==> src/rtl/mem_ctrl.sv <==
// mem_ctrl: shares one byte-wide RAM/IO port between icache line refills and
// LSB loads/stores. Each request becomes a sequence of single-byte transfers.
// The read data is assembled and returned with a one-cycle done pulse.
module mem_ctrl #(
  parameter int unsigned LINE_BYTES = 16,
  parameter logic [31:0] IO_BASE    = 32'h30000
) (
  input  logic                    clk,
  input  logic                    rst,
  input  logic                    rdy,
  input  logic [7:0]              mem_din,
  output logic [7:0]              mem_dout,
  output logic [31:0]             mem_a,
  output logic                    mem_wr,
  input  logic                    io_buffer_full,
  input  logic                    IC_req,
  input  logic [31:0]             IC_addr,
  output logic                    IC_done,
  output logic [8*LINE_BYTES-1:0] IC_line,
  input  logic                    LSB_req,
  input  logic                    LSB_wr,
  input  logic [1:0]              LSB_len,
  input  logic [31:0]             LSB_addr,
  input  logic [31:0]             LSB_wdata,
  output logic                    LSB_done,
  output logic [31:0]             LSB_rdata,
  input  logic                    ROB_jp_wrong
);

  localparam int LINE_W = 8 * LINE_BYTES;
  localparam int CNT_W  = $clog2(LINE_BYTES) + 1;
  localparam int IDX_W  = $clog2(LINE_W);

  typedef enum logic [1:0] {IDLE, IC_RD, LS_RD, LS_WR} state_e;

  // Convert the LSB size code to a byte count. Code 11 is treated as a word.
  function automatic logic [CNT_W-1:0] len_bytes(input logic [1:0] len);
    case (len)
      2'b00:   return CNT_W'(1);
      2'b01:   return CNT_W'(2);
      default: return CNT_W'(4);
    endcase
  endfunction

  state_e              state_q, state_d;
  logic [CNT_W-1:0]    cnt_q, cnt_d;        // byte being transferred
  logic [CNT_W-1:0]    n_q, n_d;            // bytes in this transfer
  logic [31:0]         base_q, base_d;
  logic [31:0]         wdata_q, wdata_d;
  logic [LINE_W-1:0]   buf_q, buf_d;        // read assembly buffer
  logic [31:0]         mem_a_q, mem_a_d;
  logic [7:0]          mem_dout_q, mem_dout_d;
  logic                mem_wr_q, mem_wr_d;
  logic                ic_done_q, ic_done_d;
  logic                lsb_done_q, lsb_done_d;
  logic [LINE_W-1:0]   ic_line_q, ic_line_d;
  logic [31:0]         lsb_rdata_q, lsb_rdata_d;
  logic                frozen_q;            // previous cycle had rdy low

  logic [31:0]         cnt_ext;
  logic [31:0]         wr_addr;
  logic [IDX_W-1:0]    rd_bit;
  logic [4:0]          wr_bit;

  assign cnt_ext = 32'(cnt_q);
  assign wr_addr = base_q + cnt_ext;
  assign rd_bit  = IDX_W'({cnt_q, 3'b000});
  assign wr_bit  = {cnt_q[1:0], 3'b000};

  // Next-state logic: arbitration, byte sequencing, IO stall, flush and replay.
  always_comb begin
    // NOTE: every variable gets a default first, so no path can leave one
    // unassigned and infer a latch.
    state_d     = state_q;
    cnt_d       = cnt_q;
    n_d         = n_q;
    base_d      = base_q;
    wdata_d     = wdata_q;
    buf_d       = buf_q;
    mem_a_d     = mem_a_q;
    mem_dout_d  = mem_dout_q;
    mem_wr_d    = 1'b0;
    ic_done_d   = 1'b0;
    lsb_done_d  = 1'b0;
    ic_line_d   = ic_line_q;
    lsb_rdata_d = lsb_rdata_q;

    case (state_q)
      IDLE: begin
        // A requester still holds its request during its own done cycle.
        // That request must not be accepted again.
        if (!ic_done_q && !lsb_done_q) begin
          if (LSB_req) begin
            base_d = LSB_addr;
            n_d    = len_bytes(LSB_len);
            cnt_d  = '0;
            buf_d  = '0;
            if (LSB_wr) begin
              wdata_d = LSB_wdata;
              state_d = LS_WR;
            end else begin
              mem_a_d = LSB_addr;
              state_d = LS_RD;
            end
          end else if (IC_req && !ROB_jp_wrong) begin
            base_d  = IC_addr;
            n_d     = CNT_W'(LINE_BYTES);
            cnt_d   = '0;
            buf_d   = '0;
            mem_a_d = IC_addr;
            state_d = IC_RD;
          end
        end
      end

      IC_RD, LS_RD: begin
        if (state_q == IC_RD && ROB_jp_wrong) begin
          state_d = IDLE;
        end else if (!frozen_q) begin
          // The first cycle after a freeze keeps mem_a unchanged.
          // The pending byte is therefore re-read instead of sampled.
          buf_d[rd_bit +: 8] = mem_din;
          if (cnt_q == n_q - CNT_W'(1)) begin
            state_d = IDLE;
            if (state_q == IC_RD) begin
              ic_done_d = 1'b1;
              ic_line_d = buf_d;
            end else begin
              lsb_done_d  = 1'b1;
              lsb_rdata_d = buf_d[31:0];
            end
          end else begin
            cnt_d   = cnt_q + CNT_W'(1);
            mem_a_d = base_q + cnt_ext + 32'd1;
          end
        end
      end

      LS_WR: begin
        if (cnt_q == n_q) begin
          state_d    = IDLE;
          lsb_done_d = 1'b1;
        end else if (!(wr_addr >= IO_BASE && io_buffer_full)) begin
          mem_wr_d   = 1'b1;
          mem_a_d    = wr_addr;
          mem_dout_d = wdata_q[wr_bit +: 8];
          cnt_d      = cnt_q + CNT_W'(1);
        end
      end

      default: state_d = IDLE;
    endcase
  end

  // State and datapath registers, frozen while rdy is low.
  always_ff @(posedge clk or posedge rst) begin
    // NOTE: the assembly buffer is plain flops, not a RAM macro. Resetting it
    // with the rest of the state costs nothing and keeps it X-free.
    if (rst) begin
      state_q     <= IDLE;
      cnt_q       <= '0;
      n_q         <= '0;
      base_q      <= '0;
      wdata_q     <= '0;
      buf_q       <= '0;
      mem_a_q     <= '0;
      mem_dout_q  <= '0;
      mem_wr_q    <= 1'b0;
      ic_done_q   <= 1'b0;
      lsb_done_q  <= 1'b0;
      ic_line_q   <= '0;
      lsb_rdata_q <= '0;
    end else if (rdy) begin
      // NOTE: non-blocking assignments make every register take its value
      // from the same pre-edge state, independent of statement order.
      state_q     <= state_d;
      cnt_q       <= cnt_d;
      n_q         <= n_d;
      base_q      <= base_d;
      wdata_q     <= wdata_d;
      buf_q       <= buf_d;
      mem_a_q     <= mem_a_d;
      mem_dout_q  <= mem_dout_d;
      mem_wr_q    <= mem_wr_d;
      ic_done_q   <= ic_done_d;
      lsb_done_q  <= lsb_done_d;
      ic_line_q   <= ic_line_d;
      lsb_rdata_q <= lsb_rdata_d;
    end
  end

  // Remember a freeze so that the first ready cycle after it replays the read.
  always_ff @(posedge clk or posedge rst) begin
    if (rst) frozen_q <= 1'b0;
    else     frozen_q <= ~rdy;
  end

  // A pending write is suppressed while frozen. It is issued once rdy returns.
  assign mem_wr    = mem_wr_q & rdy;
  assign mem_a     = mem_a_q;
  assign mem_dout  = mem_dout_q;
  assign IC_done   = ic_done_q;
  assign IC_line   = ic_line_q;
  assign LSB_done  = lsb_done_q;
  assign LSB_rdata = lsb_rdata_q;

endmodule

==> config.mk <==
export PLATFORM = sky130hd
export DESIGN_NAME = mem_ctrl
export DESIGN_NICKNAME = d
export VERILOG_FILES = /design/src/rtl/mem_ctrl.sv
export SDC_FILE = /design/constraint.sdc
export NUM_CORES = 1
export LEC_CHECK = 0
export BUFFER_PORTS_ARGS = -buffer_cell sky130_fd_sc_hd__buf_2
export CAP_MARGIN = 20
export CORE_MARGIN = 2
export CORE_UTILIZATION = 57
export DETAILED_ROUTE_END_ITERATION = 8
export GPL_TIMING_DRIVEN = 1
export PLACE_DENSITY_LB_ADDON = 0.1
export SYNTH_ARGS = -nofsm -noshare
export SYNTH_HDL_FRONTEND = slang
export SYNTH_SLANG_ARGS = --single-unit
==> constraint.sdc <==
create_clock -name clk -period 15.41 [get_ports clk]
set_input_delay 0.7705 -clock clk [delete_from_list [all_inputs] [get_ports clk]]
set_output_delay 0.7705 -clock clk [all_outputs]
set_load 0.1 [all_outputs]
**Word level (Yosys, flattened, before mapping)**

Cells that the tools add are included.

- Register bits: 408
- Latch bits: 0
- Memory bits (writable): 0
- Memory bits (read-only): 0
- Input bits: 114
- Output and inout port bits: 203
- Logic and storage cells: 121
- Memories kept: 0

- Add/sub/neg operators: 5
- Multipliers: 0
- Div/mod/pow operators: 0
- Order comparisons: 1
- Equal/unequal tests: 17
- Shifts and indexed selects: 3
- Multiplexer cells: 53
- Bitwise logic cells: 7
- Reductions and logical operators: 21

Operator list:

| operator | number |
|---|---|
| $mux 128 | 5 |
| $mux 32 | 10 |
| $pmux 128 s2 | 1 |
| $bwmux 128 | 1 |
| $shift 8x9->128 const A | 1 |
| $shiftx 8x9->128 | 1 |
| $pmux 32 s3 | 1 |
| $mux 5 | 10 |
| $add 32x1->32 const B | 1 |
| $add 32x5->32 | 1 |
| $ge 32x18->1 const B | 1 |
| $shiftx 32x6->8 | 1 |
| $reduce_and 6->1 | 4 |
| $pmux 5 s3 | 1 |
| $mux 1 | 14 |
| $mux 2 | 7 |
| $ne 2x2->1 const B | 7 |
| $ne 3x3->1 const B | 4 |
| $eq 5x5->1 | 2 |
| $neg 7->9 | 1 |
| $reduce_and 9->1 | 1 |
| $reduce_and 4->1 | 2 |
| $reduce_and 8->1 | 1 |
| $not 1->1 | 6 |
| other kinds (14) | 23 |

**Longest topological paths before layout**

- Depth in word-level cells: 6
- Gate-level depth with buffers: 15
- Gate-level depth less buffers: 12

**Worst setup path before layout**

OpenSTA, ideal clock, no wires.

- Kind: register to register
- From: register cnt_q[0]
- To: register mem_a_q[22], in the netlist mem_a[22]
- Library setup time: 128 ps
- Arrival time: 3414 ps
- Data required time: 15282 ps
- Path slack: 11868 ps
- Stages on the path, launching flop included: 15
- Buffers on the path: 2
- Period minus slack after synthesis: 3542 ps
- Cell sequence: dfrtp_1 ha_1 fa_1 a211oi_2 o21a_1 buf_4 nor2_2 or4_1 o211ai_2 nand2_1 buf_2 nor4b_2 xnor2_1 o221ai_1 mux2_1

- Cells in the longest elaborated chain, start to end: 6
- Elaborated cells between the ends (all ways): 16
- Classes of those cells: add/sub: 2; order compare: 1; eq/ne: 5; mux: 6; reduce/logical: 2

RTL lines:

| element | line | text |
|---|---|---|
| from (decl) | 46 | `logic [CNT_W-1:0] cnt_q, cnt_d;` |
| from (signal assigned) | 177 | `cnt_q <= cnt_d;` |
| $add 32x5->32 | 66, 134 |  |
| $add 32x1->32 | 134 | `mem_a_d = base_q + cnt_ext + 32'd1;` |
| $mux 32 | 123 | `if (cnt_q == n_q - CNT_W'(1)) begin` |
| $mux 32 | 119 | `end else if (!frozen_q) begin` |
| $mux 32 | 117 | `if (state_q == IC_RD && ROB_jp_wrong) begin` |
| $pmux 32 s3 | 88 | `case (state_q)` |
| to (signal assigned) | 182 | `mem_a_q <= mem_a_d;` |
| to (decl) | 51 | `logic [31:0] mem_a_q, mem_a_d;` |

Parallel ways exist; a longest one is shown, timed or not. The select of a mux whose other input is x is not followed.
A chain may end at the register's enable or synchronous reset.

**Worst setup path in the final report**

- From: register cnt_q[2]
- To: register mem_a_q[11], in the netlist mem_a[11]

Same word-level chain as after synthesis.

==> impl_results.md <==
- Layout cells sized above 1: between 20% and 30%
- Power Total: approximately 4800 uW
- Routed vias: roughly 16,000
- Most frequent cells in the layout: 407 x dfrtp_1, 316 x buf_2, 289 x a21oi_1, 278 x nor2_1, 249 x nand2_1
- Clock latency reported for the late side of the worst-skew pair: approximately 0.56 ns
- Hold-fix buffers, CTS: 0
- Cell variety after synth: 69
- Final Hold Fails: 0
- Cell Area, Synth: approximately 19,000 um2
- Final net count: between 2,000 and 2,500
- Min cycle time layout: slightly below 5 ns
- HPWL Detailed: 35,100 um
- Largest net degree at the start of global routing: approximately 260
- Antenna violations before repair: 2
- Top post-synthesis cells by area: dfrtp_1 53%, a21oi_1 7.5%, nor2_1 5.4%
- Die height: about 190 um
- Starting Density: 57.8%
- Hold WS: 0.384 ns
- Synth Net Count: ~2,200
- Grt met3 use: 4.79%
- GRT Total Usage: 29.0%
- Most common cell after layout, fill and taps aside: dfrtp_1
- CP top delay family: compound AO/OA/AOI/OAI gates
- Crit-path slowest cell: dfrtp_1
- Die area: around 35,000 um2
- Pre-antenna DRT Iters: 5
- Post-synth EDFFs: 0
- Routed wire length: approximately 52,000 um
- Clock Path Buffers: 3
- TritonCTS clock tree: built
- Starting DRT DRC Count: 1,642
- Drt drc: 0
- Detail Route Antenna Nets: 0
- Final period utilization: between 30 and 40%
- Hold crit path type: in -> async
- Vias in the first global route: approximately 16,000
- Sink Count: roughly 410
- Dominant cell type by area after synthesis: dfrtp_1
- Outcome: complete, no violations
- Postcts setup bufs: 0
- First-pass GRT wire length: roughly 83,000 um
- Buf/Inv on CP: 1
- Worst EP required: 15.84 ns
- Placed Instances: ~2,700
- Port-buffer cells: 316
- Area grow syn2layout: 17.1%
- Pins Over Slew Limit: 0
- Unrepaired setup endpoints after global routing: false
- # fillers: between 2,000 and 3,000
- Synth async-reset ratio: between 90% and 100%
- Post-layout util: about 68%
- Worst vdd ir: roughly 0.16 mV
- Clock root buffer: clkbuf_16
- Ys Warns: 0
- GRT met2 Usage: a little under half
- TNS Setup: 0 ns
- Syn Inst Count: 2,037
- Leakage: ~0.011 uW
- Met1 Use GR: slightly below 40%
- CP Launch Type: flop
- Sequential share of the synthesized area: 52.5%
- Critical Path End Type: flop
- WL/cell: 18.8 um
- Grt total ovfl: 0
- Critical path arrival: 5.39 ns
- Ys flop type: dfrtp_1
- Highest Clock Rate: just over 200 MHz
- Clock skew: roughly 0.016 ns
- # resized after CTS: 0
- Crit-path max FO: 40
- I/O pins: around 320
- Vias per inst: 5.87
- Finished Layout Cells: around 2,800
- Core region area: 33,500 um2
- Top Usage Layer GRT: met2
- Site row count: 67
- Final setup viols: 0
- Crit path cell chain: ha_1 -> a211oi_2 -> o21a_1 -> nor2_2 -> or4_1 -> o211ai_2 -> nor4b_1 -> a21oi_1 -> a31o_2 -> buf_4 -> a221oi_1 -> a21o_1
- Num CTS Buffers: between 40 and 50
- Measured slew at the worst slew-check pin: around 1.1 ns
- Power Dens Cells: between 200 and 250 nW/um2
- WS Path Type: reg -> reg
- Htree depth: 2
- GP Congestion: between 0.9 and 1
- Die Wd: roughly 190 um
- Post-synth top area share: 52.5%
- Slowest stage delay, CP: 0.77 ns
- Clk slew on worst S/H paths: about 0.060 ns
- Synthesized flop and latch total: a little over 400
- Avg Cell Area, Syn: ~9.5 um2
- Max Cap Violations: 0
- Rel. slew slack: between 20% and 30%
==> where the power goes <==
part / internal [uW] / switching (uW) / leakage (uW)
Combinational: 509 / 1670 / 0.00468
Sequential: 1300 / 195 / 0.00549
Clock: 666 / 432 / 0.000744
==> through the flow <==
| stage | setup WS, ns | instance area (um2) |
|---|---|---|
| after global routing | 10.12 | 22700 |
| after global placement | 10.74 | 21200 |
| final | 10.45 | 22700 |
| after detailed placement | 10.52 | 21200 |
| after CTS | 10.49 | 22700 |
| after floorplan | 3.32 | 19400 |
==> flip-flops by register name, summed over array words and instances (netlist names) <==
signal,count
IC_line,128
buf_q,128
LSB_rdata,32
base_q,32
mem_a,32
wdata_q,32
mem_dout,8
cnt_q,5
n_q,4
state_q,2
IC_done,1
LSB_done,1
frozen_q,1
mem_wr_q,1
==> synth_stat cells, types with 41 or more instances <==
library cell,n
nor2_1,279
mux2_2,42
nand2_1,250
nand3_1,42
nor3_1,44
xnor2_1,41
a21oi_1,290
o21ai_0,149
clkbuf_1,96
dfrtp_1,407
a22o_1,42
mux2i_1,67
==> metal layers <==
layer | vias up | share of wire, %
met5 | - | 0.027
met2 | 635 | 48
li1 | 7634 | -
met4 | 2 | 2.4
met1 | 7919 | 42
met3 | 91 | 7.0
==> final cells by class <==
cell class	instances	area [um2]	area share (%)
sequential	407	10200	44.9
multi-input combinational	1482	8630	38.0
timing repair buffer	334	1730	7.62
clock buffer	65	1290	5.69
tap	448	561	2.47
clock inverter	15	221	0.976
inverter	21	86.3	0.380
antenna	1	2.50	0.0110
==> final timing paths <==
| check | end | slack [ns] | startpoint | cells past startpoint |
|---|---|---|---|---|
| max | mem_a[11] | 10.45 | cnt_q[2] | 12 |
| min | IC_line[86] | 0.38 | rst | 2 |
| max reg2reg | mem_a[11] | 10.45 | cnt_q[2] | 12 |
| min reg2reg | mem_a[3] | 0.48 | mem_a[3] | 1 |
| max in group asynchronous | IC_line[3] | 12.57 | rst | 4 |
| min in group clk | n_q[0] | 0.42 | LSB_len[0] | 2 |
==> cells by family (layout without fill, tap and decap cells) <==
group / Yosys count / in the layout / synth area share, %
fa+ha+maj: 18 / 18 / 1.20
mux: 118 / 118 / 6.89
xor+xnor: 69 / 69 / 3.21
compound gates: 580 / 580 / 17.3
flops: 407 / 407 / 52.5
other cells: 0 / 1 / 0
simple gates: 697 / 697 / 15.8
buf+inv: 148 / 435 / 3.09
Power figures use the tool's default switching activity.
